--- config.mk ---
export PLATFORM = sky130hd
export DESIGN_NAME = demux_01x_32_reg
export DESIGN_NICKNAME = d
export VERILOG_FILES = /design/src/rtl/demux_01x_32_reg_pkg.sv /design/src/rtl/demux_out_slot.sv /design/src/rtl/demux_01x_32_reg.sv
export SDC_FILE = /design/constraint.sdc
export NUM_CORES = 1
export LEC_CHECK = 0
export ABC_AREA = 1
export CORE_AREA = 2 2 123 65
export CTS_CLUSTER_SIZE = 16
export DETAILED_ROUTE_END_ITERATION = 8
export DIE_AREA = 0 0 125 67
export HOLD_SLACK_MARGIN = 0.06
export PLACE_DENSITY = 0.78
export SKIP_CTS_REPAIR_TIMING = 1
export SYNTH_ARGS = -nofsm -noshare
export SYNTH_HDL_FRONTEND = slang
export SYNTH_SLANG_ARGS = --single-unit
--- constraint.sdc ---
create_clock -name clk -period 2.4 [get_ports clk]
set_input_delay 0.24 -clock clk [delete_from_list [all_inputs] [get_ports clk]]
set_output_delay 0.24 -clock clk [all_outputs]
set_load 0.05 [all_outputs]
--- src/rtl/demux_01x_32_reg_pkg.sv ---
// demux_01x_32_reg_pkg: route codes, slot state and default width shared by the demux slice
package demux_01x_32_reg_pkg;
  localparam int WIDTH_DEF = 32;
  localparam int DROP_CNT_W_DEF = 8;
  localparam logic [1:0] SEL_CH0 = 2'd0;
  localparam logic [1:0] SEL_CH1 = 2'd1;
  localparam logic [1:0] SEL_DROP_LO = 2'd2;
  localparam logic [1:0] SEL_DROP_HI = 2'd3;
  typedef enum logic {EMPTY, FULL} slot_state_t;
  function automatic logic is_drop(input logic [1:0] sel);
    return sel >= SEL_DROP_LO && sel <= SEL_DROP_HI;
  endfunction
endpackage

--- src/rtl/demux_out_slot.sv ---
// demux_out_slot: one-entry valid/ready holding register feeding a single sink
module demux_out_slot
  import demux_01x_32_reg_pkg::*;
#(
  parameter int WIDTH = WIDTH_DEF
) (
  input  logic             clk,
  input  logic             reset,
  input  logic             push,
  input  logic [WIDTH-1:0] push_data,
  input  logic             pop_ready,
  output logic             valid,
  output logic [WIDTH-1:0] data,
  output logic             can_push
);
  slot_state_t st;
  assign valid = st == FULL;
  assign can_push = st == EMPTY || pop_ready;
  // a push wins over a pop, so pop+push keeps the slot FULL with fresh data
  always_ff @(posedge clk or posedge reset)
    if (reset) begin
      st <= EMPTY;
      data <= '0;
    end else if (push) begin
      st <= FULL;
      data <= push_data;
    end else if (st == FULL && pop_ready) st <= EMPTY;
endmodule

--- src/rtl/demux_01x_32_reg.sv ---
// demux_01x_32_reg: registered 1:2 valid/ready demux; sel 2/3 drops the word and counts it
module demux_01x_32_reg
  import demux_01x_32_reg_pkg::*;
#(
  parameter int WIDTH = WIDTH_DEF,
  parameter int DROP_CNT_W = DROP_CNT_W_DEF
) (
  input  logic                  clk,
  input  logic                  reset,
  input  logic [WIDTH-1:0]      in_data,
  input  logic [1:0]            in_sel,
  input  logic                  in_valid,
  output logic                  in_ready,
  output logic [WIDTH-1:0]      out0_data,
  output logic                  out0_valid,
  input  logic                  out0_ready,
  output logic [WIDTH-1:0]      out1_data,
  output logic                  out1_valid,
  input  logic                  out1_ready,
  output logic                  drop_pulse,
  output logic [DROP_CNT_W-1:0] drop_count
);
  logic can0, can1, xfer, drop;
  assign in_ready = in_sel == SEL_CH0 ? can0 : in_sel == SEL_CH1 ? can1 : 1'b1;
  assign xfer = in_valid && in_ready;
  assign drop = xfer && is_drop(in_sel);
  demux_out_slot #(.WIDTH(WIDTH)) u_slot0 (
    .clk(clk), .reset(reset), .push(xfer && in_sel == SEL_CH0), .push_data(in_data),
    .pop_ready(out0_ready), .valid(out0_valid), .data(out0_data), .can_push(can0)
  );
  demux_out_slot #(.WIDTH(WIDTH)) u_slot1 (
    .clk(clk), .reset(reset), .push(xfer && in_sel == SEL_CH1), .push_data(in_data),
    .pop_ready(out1_ready), .valid(out1_valid), .data(out1_data), .can_push(can1)
  );
  always_ff @(posedge clk or posedge reset)
    if (reset) begin
      drop_pulse <= 1'b0;
      drop_count <= '0;
    end else begin
      drop_pulse <= drop;
      drop_count <= drop && drop_count != '1 ? drop_count + 1'b1 : drop_count;
    end
endmodule
# After elaboration in Yosys (flattened, before gate mapping)
# Index checks and enable logic that the tools add are counted.
# word_totals
rom_bits	0
inputBits	39
reg_bits	75
mem_count	0
ram_bits	0
latchBits	0
output_inout_bits	76
# op_classes
n_shift	0
mux	6
add_sub_neg	1
n_div	0
n_eq_ne	2
bitwise	2
magnitude_cmp	2
n_mul	0
reduce_logical	13
# ops
op	n
8-bit by 1-bit adder with 8-bit output, second input constant	1
1-bit logical AND	8
8-bit inequality test, second input constant	1
1-bit two-way mux	6
2-bit nonzero test	2
2-bit by 1-bit == test with 1-bit output, second input constant	1
2-bit greater-or-equal comparator, second input constant	1
2-bit <= comparator, second input constant	1
2-bit logical NOT	1
1-bit logical OR	2
1-bit NOT	2

# Longest topological paths before layout
# depth
depth_word	7
ltp_mapped	10
mapped_depth_nobuf	8

# By module
# Synthesis repeated with hierarchy kept, for this count alone.
# hier_totals
hier_cells	364
hier_area_um2	3245.6
# by_module_without_submodules
module	area_per_inst_um2	n_inst	seq_area_each_um2	cells_each
demux_out_slot	1330.0	2	825.8	141
demux_01x_32_reg	585.6	1	225.2	82

# Worst setup path after synthesis
# OpenSTA, ideal clock, no wires.
# synth_timing
path_type	register to register
startpoint	register drop_count[0]
endpoint	register drop_count[6]
path_stages_with_launch	8
t_arrival_ns	1.743
path_slack_ns	0.591
setup_time_ns	0.066
path_cell_list	dfrtp_1 > ha_1 > nand2_1 > nor2_1 > nand4_2 > nand3_1 > nand2_1 > nand2_1
# synth_between
elab_chain_len	2
# synth_rtl
item	line_no	text
from (decl)	demux_01x_32_reg.sv:21	output logic [DROP_CNT_W-1:0] drop_count
from (signal assigned)	demux_01x_32_reg.sv:41	drop_count <= drop && drop_count != '1 ? drop_count + 1'b1 : drop_count;
parallel branches: the longest is 2 deep, another holds 8-bit by 1-bit adder with 8-bit output	n/a	
# Several ways; the timed one is not identified.
# A chain may end at the register's enable or synchronous reset.

# Worst setup path in the final report
# layout_timing
startpoint	register drop_count[2]
endpoint	output port drop_count[2]
# No word-level cell between the ends.

==> impl_metrics.yaml <==
run_status:
  status: "completed"
global_routing:
  track_usage_pct: 17.8
  grt_max_degree: 66
  antenna_found_initial: 0
  grt-ovfl-total: 0
  grt_pass1_vias: 2350
  grt_pass1_wl_um: 11400
clock_tree:
  cts_tree: "yes"
  clock_path_buffers: 2
  cts_root_buf: "clkbuf_16"
  clk_pin_slew_worst_paths_ns: 0.05
  cts_sinks: 75
  cts_buffers: 9
  htree_levels: 3
  clk_latency_ns: 0.33
drt:
  top_layer: "met4"
  num_vias: 2446
  drt-total-wl_um: 7090
  wl_met2_um: 3720
  dr_wl_met3_um: 326
  detail-route-antenna-nets: 0
  m1WireLength_um: 2950
  dr.pass1.iters: 4
  drc: 0
  drtIter0Drc: 204
  post_drt_via_cell_ratio: 4.55
  wire_per_inst_um: 13.2
synth:
  ys_ff_latch: 75
  synth_top_area_share_pct: 59.3
  synth.distinct_cells: 15
  postSynthCellCount: 324
  syn_area_per_cell_um2: 9.76
  synth_area_um2: 3160
  synth.net_count: 364
  yosys_warnings: 0
  yosysSeqAreaShare_pct: 59.3
  synth_top_area_cell: "dfrtp_1"
  synth_area_leaders: "dfrtp_1 (59%), nand2_1 (11%), o21ai_2 (8.6%)"
place:
  gp_congestion: 0.808
  port_buffers: 114
  placed_area_um2: 4350
  hpwl_um: 4960
sta:
  drv_slew: 0
  fin_setup_tns_ns: 0
  tightest_slew_ns: 0.607
  fin_crit_sh_pct: 76.5
  finalSetupViolCount: 0
  finalHoldViolations: 0
  min_period_ns: 1.84
  clock.fmax_mhz: 545
  skew_ns: 0.00355
  slew_headroom_pct: 59.4
  grt_setup_unrepaired: "false"
floorplan:
  start_util_pct: 43.9
  die_width_um: 125
  num_rows: 22
  core_area_um2: 7210
  die_area_um2: 8380
  die_h_um: 67
  io_pins: 115
setup_path:
  worst-path-max-fanout: 5
  end_kind: "output port"
  worstPathArrival_ns: 1.60
  cpPeakStageDelay_ns: 0.83
  path_buf_inv: 1
  path_class: "flip-flop to output port"
  required_ns: 2.16
  path_delay_family: "buffers and inverters"
  crit_path_top_delay_cell: "clkdlybuf4s50_1"
  cp-start-kind: "flip-flop"
  crit_chain: "clkdlybuf4s50_1"
layout:
  drive_above_1_share_pct: 12.4
  antenna_cells: 0
  design_area_um2: 4630
  fillers: 608
  layout.nets: 479
  syn_to_final_growth_pct: 46.5
power:
  swShare_pct: 38.4
  internal-power_w: 0.00291
  power.switching_w: 0.00181
  peakVddDrop_v: 0.000462
  p_leak_nw: 2.25
  power_frac_comb_pct: 37.6
  power_density_nw_per_um2: 1020
  sequentialPowerShare_pct: 35.0
  clkPwrFrac_pct: 27.4
hold_path:
  min_path_type: "primary input to asynchronous set/reset pin"
flow_run:
  cap_violations: 0
[placed cells by master, fill, tap and decap left out]
| master | synthesis | routed |
|---|---|---|
| bufinv_16 | 0 | 1 |
| nor2_2 | 2 | 2 |
| xor2_1 | 3 | 3 |
| dfrtp_1 | 75 | 75 |
| clkbuf_8 | 0 | 1 |
| o21ai_0 | 23 | 23 |
| nand4_2 | 1 | 1 |
| clkdlybuf4s50_1 | 0 | 113 |
| buf_4 | 0 | 2 |
| buf_12 | 0 | 3 |
| inv_1 | 45 | 44 |
| nor2_1 | 7 | 7 |
| nand3b_1 | 2 | 2 |
| nand2_2 | 0 | 2 |
| nand2_1 | 94 | 92 |
| nand3_1 | 13 | 13 |
| clkinv_2 | 0 | 2 |
| clkbuf_1 | 2 | 1 |
| inv_2 | 0 | 1 |
| ha_1 | 1 | 1 |
| o21ai_2 | 31 | 31 |
| o21ai_1 | 13 | 13 |
| clkbuf_16 | 0 | 9 |
[cell families (layout without fill, tap and decap cells)]
family / after synthesis / after routing / share of synthesized area, %
adders and majority gates: 1 / 1 / 0.396
AOI/OAI and AO/OA: 67 / 67 / 14.3
DFF: 75 / 75 / 59.3
xor gates and xnor gates: 3 / 3 / 0.831
and+or+nand+nor: 119 / 119 / 15.3
buffers and inverters: 59 / 177 / 9.85
[per-layer routing]
layer / vias to the layer above / GRT usage (%)
met5: - / 0
li1: 1241 / -
met1: 1146 / 20.7
met4: 0 / 5.83
met3: 9 / 5.86
met2: 50 / 31.7
[Yosys cell counts (all sizes together)]
cell type / count
nor2: 9
buf: 12
xor2: 3
nand3: 13
clkbuf: 2
o21ai: 67
dfrtp: 75
nand2: 94
nand3b: 2
inv: 45
nand4: 1
ha: 1
[metrics by stage]
step | instances | hold slack (ns) | util (%) | worst slack (ns) | power (W)
floorplan | 324 | 0.349 | - | 0.250 | 0.00282
global placement | 524 | 0.465 | 60.3 | 0.650 | 0.00343
detailed placement | 524 | 0.467 | 60.3 | 0.585 | 0.00345
CTS | 538 | 0.315 | 64.3 | 0.539 | 0.00477
global route | 538 | 0.363 | 64.3 | 0.476 | 0.00493
finish | 538 | 0.301 | 64.3 | 0.564 | 0.00472
[flip-flops by register name, indices dropped and copies added, names as in the netlist]
register,cells
u_slot0.data,32
drop_pulse,1
u_slot0.valid,1
drop_count,8
u_slot1.valid,1
u_slot1.data,32
[cell type report]
| cell class | count | area (µm²) | share of cell area, % |
|---|---|---|---|
| Clock buffer | 11 | 243 | 5.24 |
| Multi-Input combinational cell | 190 | 980 | 21.1 |
| Sequential cell | 75 | 1880 | 40.5 |
| Timing Repair Buffer | 118 | 1210 | 26.0 |
| Tap cell | 96 | 120 | 2.59 |
| Inverter | 45 | 169 | 3.64 |
| Clock inverter | 3 | 40.0 | 0.864 |
[worst paths after layout]
kind	to	slack, ns	depth (start not counted)	from
setup / recovery	drop_count[2]	0.56	1	drop_count[2]
hold / removal	u_slot1.data[28]	0.30	2	reset
setup reg to reg	drop_count[4]	0.66	7	drop_count[0]
hold reg to reg	u_slot1.data[3]	0.48	2	u_slot1.data[3]
max in group asynchronous	u_slot0.data[20]	1.48	3	reset
min in group clk	u_slot0.data[28]	0.48	3	in_data[28]
[power by group through the flow]
stage / Clock [W] / Combinational [W] / Sequential (W)
after floorplan: 0 / 0.000342 / 0.00247
after global placement: 0 / 0.00176 / 0.00167
after detailed placement: 0 / 0.00178 / 0.00167
after CTS: 0.00132 / 0.00179 / 0.00166
after global routing: 0.00138 / 0.00186 / 0.00169
final: 0.00129 / 0.00177 / 0.00165
Power figures use the tool's default switching activity.
